$ cat src/rtl/glb_start_irq_ctrl.sv
// rtl/glb_start_irq_ctrl.sv - GLB tile start pulse issue, interrupt collection and status tracking
module glb_start_irq_ctrl #(
    parameter int NUM_GLB_TILES = 16,
    parameter int TIMEOUT_WIDTH = 24
) (
    input  logic                     clk,
    input  logic                     reset_n,
    input  logic                     start_valid,
    input  logic [1:0]               start_kind,
    input  logic [NUM_GLB_TILES-1:0] start_tile_mask,
    output logic                     start_ack,
    output logic                     start_err,
    output logic [NUM_GLB_TILES-1:0] strm_start_pulse,
    output logic [NUM_GLB_TILES-1:0] pc_start_pulse,
    input  logic [NUM_GLB_TILES-1:0] strm_f2g_interrupt_pulse,
    input  logic [NUM_GLB_TILES-1:0] strm_g2f_interrupt_pulse,
    input  logic [NUM_GLB_TILES-1:0] pcfg_g2f_interrupt_pulse,
    input  logic [TIMEOUT_WIDTH-1:0] timeout_cycles,
    input  logic                     irq_clr_valid,
    input  logic [2:0]               irq_clr_mask,
    output logic [NUM_GLB_TILES-1:0] busy_f2g,
    output logic [NUM_GLB_TILES-1:0] busy_g2f,
    output logic [NUM_GLB_TILES-1:0] busy_pcfg,
    output logic [2:0]               done_status,
    output logic [2:0]               timeout_status,
    output logic [2:0]               spurious_status,
    output logic                     interrupt
);

    // Per-kind state is packed with the kind as the outer index: 0=f2g, 1=g2f, 2=pcfg.
    logic [2:0][NUM_GLB_TILES-1:0] busy_q, busy_d;
    logic [2:0][TIMEOUT_WIDTH-1:0] wd_q, wd_d;
    logic [2:0]                    done_q, done_d;
    logic [2:0]                    timeout_q, timeout_d;
    logic [2:0]                    spur_q, spur_d;
    logic                          interrupt_q, interrupt_d;
    logic                          start_ack_q, start_ack_d;
    logic                          start_err_q, start_err_d;
    logic [NUM_GLB_TILES-1:0]      strm_pulse_q, strm_pulse_d;
    logic [NUM_GLB_TILES-1:0]      pc_pulse_q, pc_pulse_d;

    logic [2:0][NUM_GLB_TILES-1:0] irq_vec;
    logic [2:0][NUM_GLB_TILES-1:0] busy_after_irq;
    logic [2:0]                    acc_k;
    logic [2:0]                    done_set;
    logic [2:0]                    spur_set;
    logic [2:0]                    to_fire;
    logic [2:0]                    clr;
    logic                          accept;

    assign irq_vec[0] = strm_f2g_interrupt_pulse;
    assign irq_vec[1] = strm_g2f_interrupt_pulse;
    assign irq_vec[2] = pcfg_g2f_interrupt_pulse;

    // Next-state: interrupts retire busy bits first, accept check looks at pre-update busy,
    // watchdog expiry drops whatever is still outstanding, then new starts are merged in.
    always_comb begin
        busy_after_irq = '0;
        acc_k          = '0;
        done_set       = '0;
        spur_set       = '0;
        to_fire        = '0;
        busy_d         = busy_q;
        wd_d           = wd_q;
        clr            = irq_clr_valid ? irq_clr_mask : 3'b000;
        for (int k = 0; k < 3; k++) begin
            busy_after_irq[k] = busy_q[k] & ~irq_vec[k];
            spur_set[k]       = |(irq_vec[k] & ~busy_q[k]);
            done_set[k]       = (busy_q[k] != '0) && (busy_after_irq[k] == '0);
            to_fire[k]        = (timeout_cycles != '0) && (busy_after_irq[k] != '0) &&
                                (wd_q[k] == timeout_cycles);
            acc_k[k]          = start_valid && (start_kind == 2'(k)) &&
                                (start_tile_mask != '0) &&
                                ((start_tile_mask & busy_q[k]) == '0);
            busy_d[k]         = (to_fire[k] ? '0 : busy_after_irq[k]) |
                                (acc_k[k] ? start_tile_mask : '0);
            if (acc_k[k] || to_fire[k] || (busy_after_irq[k] == '0)) begin
                wd_d[k] = '0;
            end else begin
                wd_d[k] = wd_q[k] + 1'b1;
            end
        end
        accept       = |acc_k;
        start_ack_d  = accept;
        start_err_d  = start_valid && !accept;
        strm_pulse_d = (acc_k[0] || acc_k[1]) ? start_tile_mask : '0;
        pc_pulse_d   = acc_k[2] ? start_tile_mask : '0;
        // A set event in the same cycle as a clear wins.
        done_d       = (done_q & ~clr) | done_set;
        timeout_d    = (timeout_q & ~clr) | to_fire;
        spur_d       = (spur_q & ~clr) | spur_set;
        interrupt_d  = |{done_q, timeout_q, spur_q};
    end

    // State and registered outputs; reset abandons outstanding tiles without raising status.
    always_ff @(posedge clk or negedge reset_n) begin
        if (!reset_n) begin
            busy_q       <= '0;
            wd_q         <= '0;
            done_q       <= '0;
            timeout_q    <= '0;
            spur_q       <= '0;
            interrupt_q  <= 1'b0;
            start_ack_q  <= 1'b0;
            start_err_q  <= 1'b0;
            strm_pulse_q <= '0;
            pc_pulse_q   <= '0;
        end else begin
            busy_q       <= busy_d;
            wd_q         <= wd_d;
            done_q       <= done_d;
            timeout_q    <= timeout_d;
            spur_q       <= spur_d;
            interrupt_q  <= interrupt_d;
            start_ack_q  <= start_ack_d;
            start_err_q  <= start_err_d;
            strm_pulse_q <= strm_pulse_d;
            pc_pulse_q   <= pc_pulse_d;
        end
    end

    assign start_ack        = start_ack_q;
    assign start_err        = start_err_q;
    assign strm_start_pulse = strm_pulse_q;
    assign pc_start_pulse   = pc_pulse_q;
    assign busy_f2g         = busy_q[0];
    assign busy_g2f         = busy_q[1];
    assign busy_pcfg        = busy_q[2];
    assign done_status      = done_q;
    assign timeout_status   = timeout_q;
    assign spurious_status  = spur_q;
    assign interrupt        = interrupt_q;

endmodule

$ cat config.mk
export PLATFORM = sky130hd
export DESIGN_NAME = glb_start_irq_ctrl
export DESIGN_NICKNAME = d
export VERILOG_FILES = /design/src/rtl/glb_start_irq_ctrl.sv
export SDC_FILE = /design/constraint.sdc
export NUM_CORES = 1
export LEC_CHECK = 0
export CAP_MARGIN = 20
export CORE_MARGIN = 3
export CORE_UTILIZATION = 50
export CTS_CLUSTER_SIZE = 25
export DETAILED_ROUTE_END_ITERATION = 10
export GPL_TIMING_DRIVEN = 0
export PLACE_DENSITY = 0.75
export SLEW_MARGIN = 10
export SYNTH_ARGS = -nofsm -noshare
export SYNTH_HDL_FRONTEND = slang
export SYNTH_SLANG_ARGS = --single-unit
$ cat constraint.sdc
create_clock -name clk -period 1.91 [get_ports clk]
set_input_delay 0.191 -clock clk [delete_from_list [all_inputs] [get_ports clk]]
set_output_delay 0.191 -clock clk [all_outputs]
set_load 0.01 [all_outputs]
==> impl_metrics.tcl, run 1 <==
set metrics [dict create \
    synth_seq_cells 164 \
    first_iter_violations 1012 \
    cp.arrival_ns 2.36 \
    fmax_mhz 490.1 \
    reg2regPathDepth 7 \
    clk_pin_slew_ns 0.07 \
    synth_flop_cell "dfrtp_1" \
    viasPerCell 6.162 \
    synth_edf_count 0 \
    finalCriticalPeriod_ns 2.041 \
    wl_met2_mm 15.40 \
    critPathKind "flop to flop" \
    core_area_um2 17420 \
    clkSinkCount 164 \
    ys_top_cells_by_area "dfrtp_1 46%, xor2_1 11%, nor4_1 4.4%, nand2_1 3.1%, xnor2_1 3.1%" \
    crit_chain "a222oi_1 > nand2_1 > or4_4 > o211ai_4 > buf_12 > buf_8 > nor2_2" \
    grt_usage 0.2984 \
    grt_pass1_wl_mm 46.14 \
    critical_path_buf_inv_count 2 \
    ys_seq_area_frac 0.4575 \
    netlist_top_cells_count "164 x dfrtp_1, 108 x xor2_1, 75 x nand2_1" \
    syn_area_per_cell_um2 9.698 \
    worst_slack_ns -0.1305 \
    place_area_um2 10990 \
    post-synth-top-count-cell "dfrtp_1" \
    tightest_slew_ns 0.6725 \
    grt_pass1_vias 8122 \
    critPathLaunch "busy_f2g[6]" \
    violations "setup timing" \
    netlist_area_um2 8971 \
    reg2reg_slack_ns -0.13 \
    slew_violations 0 \
    synth.largest_area_cell "dfrtp_1" \
    row_count 48 \
    clkLatencyLatePin_ns 0.44 \
    crit_path_end "wd_q[6]" \
    via_count 8837 \
    numCtsBuffers 17 \
    met1Wirelength_mm 13.03 \
    register_area_um2 4145 \
    min_period_over_period 1.068 \
    synthArstFlopShare 1.000 \
    fillCellCount 1140 \
    grt-ovfl-total 0 \
    synth_cell_types 51 \
    worst_slew_margin_rel 0.5475 \
    cp_top_family "simple AND/OR/NAND/NOR gates" \
    dp_hpwl_mm 20.96 \
    maxCapViolations 0 \
    avgRoutedWirePerCell_um 23.00 \
    worstHoldPathType "primary input to flop" \
    io_pins 189 \
    path_max_fanout 7 \
    yosys_warnings 0 \
    syn_nets 1025 \
    start_util 0.5151 \
    wl_met3_mm 3.297 \
    slowest_stage "or4_4" \
    tritoncts "done" \
    status "finished, violations left" \
    skew_ns 0.01065 \
    place_congestion 0.9858 \
    numPortBuffers 170 \
    final_area_um2 13130 \
    netlist_instances 925 \
    drtPass1Iterations 6 \
    htree_levels 4 \
    rsz0062_at_grt "true" \
    crit_cells 7 \
    finalWirelength_mm 32.99 \
    hold_viol 0 \
    ir_drop_uv 664.2 \
    critPathRequiredTime_ns 2.23 \
    total_power_w 0.01023 \
    holdPathStages 2 \
    multiInputGateArea_um2 5034 \
    clk_path_buf_depth 2 \
    grt_max_degree 89 \
    power_density_nw_per_um2 779.5 \
    fin_nets 1294 \
    max_stage_delay_ns 0.48 \
    die_h_um 140.0 \
    antenna_found_initial 2 \
    finalSetupTns_ns -5.073 \
    p_leak_nw 5.546 \
    fp.dieW_um 140.0 \
    drive_above_1_share 0.2601 \
    remaining_drc_errors 0 \
    r2r_start "busy_f2g[6]" \
    synth_top_area_frac 0.4575 \
    instances_no_fill 1434 \
    setup_violations 92 \
    cp-start-kind "flop" \
    cts-root-buf "clkbuf_16" \
    top_layer_used "met4" \
    syn2layout_area_growth_pct 46.30 \
    design.die.area_um2 19590 \
    placedCellCount 1321 \
    ant_nets 0 \
    cp-end-kind "flop" \
    timing.rr.end "wd_q[6]" \
    pre_cts_ws_ns -0.8213 \
]
-- metrics by stage --
step,utilization,hold WS [ns]
floorplan,-,-0.1046
global placement,0.6290,0.4540
detailed placement,0.6308,0.2010
CTS,0.6861,0.01095
global route,0.7536,0.02932
finish,0.7536,0.02346
-- flip-flops by register name (all words and copies together) (netlist names) --
| name | flops |
|---|---|
| spurious_status | 3 |
| timeout_status | 3 |
| start_err | 1 |
| wd_q | 72 |
| busy_pcfg | 16 |
| pc_start_pulse | 16 |
| busy_f2g | 16 |
| interrupt | 1 |
| done_status | 3 |
| busy_g2f | 16 |
| strm_start_pulse | 16 |
| start_ack | 1 |
-- how the worst min path moves through the flow --
stage                             startpoint             endpoint
after floorplan                      reset_n          busy_f2g[0]
after global placement    start_tile_mask[3]          busy_f2g[3]
after detailed placement             reset_n  strm_start_pulse[2]
after CTS                 start_tile_mask[3]          busy_g2f[3]
after global routing      start_tile_mask[3]         busy_pcfg[3]
final                     start_tile_mask[3]         busy_pcfg[3]
-- area by class of cell --
cell class              instances  area share
plain buffers                  42     0.02822
repair buffers                252      0.1903
clock inverters                15     0.01249
diodes                          2   0.0003813
clock buffers                  17     0.03241
well taps                     225     0.02145
inverters                      54     0.01544
flip-flops and latches        164      0.3158
multi-input cells             663      0.3835
-- repair_timing --
action / 4_1_cts / 5_1_grt
gates cloned: 3 / 6
pin swaps: 33 / 72
buffers inserted: 27 / 44
hold buffers: 1 / 0
gates resized for setup: 41 / 208
endpoints found under the setup margin: 121 / 153
hold endpoints to repair: 76 / 0
-- cells in the final DEF (no fill, tap or decap), types with 4 or more instances in the layout --
master           instances
dfrtp_2                 33
o2bb2ai_2               14
o21ai_1                 10
nand2b_1                43
buf_4                   60
inv_8                    7
nor4_4                  12
nor2_4                   7
inv_1                   54
a22oi_2                  6
o21ai_0                 23
clkbuf_16               19
and2_1                  21
buf_6                   32
nor3_2                   5
buf_2                   15
o22ai_1                 15
a221oi_1                 7
and4_1                  11
nand3_1                 28
dfrtp_1                131
and3_1                   6
xnor2_1                 31
nor4_1                  34
nand2_1                 73
xor2_1                 105
nor2_1                  26
nor3_4                   4
nor3_1                   9
nor2b_1                 16
nand4_1                 38
buf_8                    9
nor4_2                  27
nor2_2                  29
clkdlybuf4s50_1        157
dlymetal6s2s_1          10
a22oi_1                 14
-- power breakdown --
group,switching [W],internal (W)
clock network,0.00163,0.00187
logic,0.00142,0.00131
registers,0.000305,0.00370
total,0.00335,0.00688
-- logic make-up after synthesis --
| logic type | share of synthesized area |
|---|---|
| xor gates and xnor gates | 0.1367 |
| adders and majority gates | 0.004185 |
| AOI/OAI and AO/OA | 0.08870 |
| buffers and inverters | 0.05384 |
| and+or+nand+nor | 0.2591 |
| DFF | 0.4575 |
-- layer usage --
metal  up-vias  GRT usage
li1       3787          -
met1      4325     0.4357
met2       614     0.4513
met3       111    0.05360
met4         0     0.1040
met5         -          0
Power figures use the tool's default switching activity.
==> run 2: changes to the inputs <==
- SKIP_CTS_REPAIR_TIMING: unset -> 1
==> run 2 against run 1 <==
The run still ends with setup timing left. Utilization shrank 5.1 points. Final cell count shrank 2.1%. First-iteration DRC count shrank 20%. Critical path type unchanged. Critical endpoint is now wd_q[5]. Largest cell class unchanged. Largest power group unchanged.
==> impl_metrics.tcl, run 2 (synthesis gave the netlist of run 1 again) <==
set metrics [dict create \
    grt_max_degree 89 \
    violations "setup timing" \
    wl_met3_mm 2.617 \
    max_stage_delay_ns 0.48 \
    slowest_stage "or4_4" \
    row_count 48 \
    fmax_mhz 495.3 \
    drtPass1Iterations 8 \
    crit_chain "a222oi_1 > nand2_1 > or4_4 > o211ai_4 > buf_6 > nor2_1" \
    tightest_slew_ns 0.6291 \
    met1Wirelength_mm 12.50 \
    finalWirelength_mm 29.51 \
    tritoncts "done" \
    final_common_cell "clkdlybuf4s50_1" \
    numCtsBuffers 17 \
    cp-start-kind "flop" \
    grt_pass1_wl_mm 44.67 \
    clk_pin_slew_ns 0.07 \
    grt_pass1_vias 7815 \
    first_iter_violations 810 \
    dp_hpwl_mm 20.96 \
    ir_drop_uv 648.4 \
    largest_reg_flops 72 \
    regMostFlops "wd_q" \
    p_leak_nw 5.276 \
    cp.arrival_ns 2.34 \
    fin_util 0.7024 \
    finalCriticalPeriod_ns 2.019 \
    io_pins 189 \
    ant_nets 0 \
    fillCellCount 1307 \
    worst_slack_ns -0.1089 \
    power_density_nw_per_um2 793.9 \
    remaining_drc_errors 0 \
    path_max_fanout 8 \
    antenna_found_initial 2 \
    setup_violations 61 \
    final_cell_mix "162 x clkdlybuf4s50_1, 147 x dfrtp_1, 108 x xor2_1" \
    syn2layout_area_growth_pct 36.36 \
    cts-root-buf "clkbuf_16" \
    htree_levels 4 \
    maxCapViolations 0 \
    grt_usage 0.2886 \
    core_area_um2 17420 \
    worst_slew_margin_rel 0.5767 \
    via_count 8374 \
    cp-end-kind "flop" \
    min_period_over_period 1.057 \
    worstHoldPathType "primary input to flop" \
    fin_nets 1264 \
    clk_path_buf_depth 2 \
    grt-ovfl-total 0 \
    finalSetupTns_ns -3.211 \
    start_util 0.5151 \
    drive_above_1_share 0.1572 \
    wl_met2_mm 13.41 \
    numPortBuffers 170 \
    status "finished, violations left" \
    critPathKind "flop to flop" \
    slew_violations 0 \
    die_h_um 140.0 \
    viasPerCell 5.964 \
    clkSinkCount 164 \
    design.die.area_um2 19590 \
    rsz0062_at_grt "true" \
    critPathRequiredTime_ns 2.23 \
    place_congestion 0.9858 \
    avgRoutedWirePerCell_um 21.02 \
    fp.dieW_um 140.0 \
    top_layer_used "met4" \
    skew_ns 0.007956 \
    hold_viol 0 \
    clkLatencyLatePin_ns 0.43 \
]
-- run 2: metal layers --
layer	GRT usage	vias up
met1	0.4283	4077
met3	0.04712	81
met2	0.4343	489
met5	0	-
met4	0.09638	0
li1	-	3727
-- run 2: critical path, delay by kind of cell (launching register included) --
kind            cells  cell delay (ns)
simple gates        3             0.71
compound gates      2             0.57
buf+inv             1             0.19
flops               1             0.43
-- run 2: report_power, final --
| group | leakage, nW | internal (W) | total (W) | switching, W |
|---|---|---|---|---|
| sequential | 2.20 | 0.00370 | 0.00398 | 0.000282 |
| clock | 0.287 | 0.00187 | 0.00346 | 0.00160 |
| combinational | 2.78 | 0.00110 | 0.00226 | 0.00117 |
-- run 2: final timing paths --
check                                   startpoint  slack (ns)                  end  cells after the start
max in group asynchronous                  reset_n        0.73             wd_q[44]                      3
worst min register to register   timeout_status[2]        0.54            interrupt                      2
worst min-delay path            start_tile_mask[3]        0.03          busy_g2f[3]                      3
min in group asynchronous                  reset_n        0.32  strm_start_pulse[2]                      2
worst max-delay path                   busy_f2g[6]       -0.11              wd_q[5]                      6
worst max register to register         busy_f2g[6]       -0.11              wd_q[5]                      6
-- run 2: stage by stage --
| step | power [W] | instances | setup WS, ns | hold WS (ns) | area, um2 |
|---|---|---|---|---|---|
| CTS | 0.009402 | 1353 | -0.4256 | -0.2507 | 11580 |
| global placement | 0.005922 | 1320 | -6.023 | 0.4540 | 10950 |
| detailed placement | 0.005958 | 1321 | -0.8213 | 0.2010 | 10990 |
| floorplan | 0.004955 | 925 | 0.1278 | -0.1046 | 8971 |
| global route | 0.01008 | 1404 | -0.1565 | 0.02922 | 12230 |
| finish | 0.009711 | 1404 | -0.1089 | 0.02500 | 12230 |
-- run 2: layout make-up --
type | instances | area (um2) | share of cell area
well taps | 225 | 281.5 | 0.02301
flip-flops and latches | 164 | 4125 | 0.3372
plain buffers | 44 | 337.8 | 0.02762
inverters | 54 | 202.7 | 0.01657
diodes | 2 | 5.005 | 0.0004091
repair buffers | 220 | 2156 | 0.1762
clock buffers | 17 | 425.4 | 0.03478
clock inverters | 15 | 163.9 | 0.01340
multi-input cells | 663 | 4536 | 0.3708
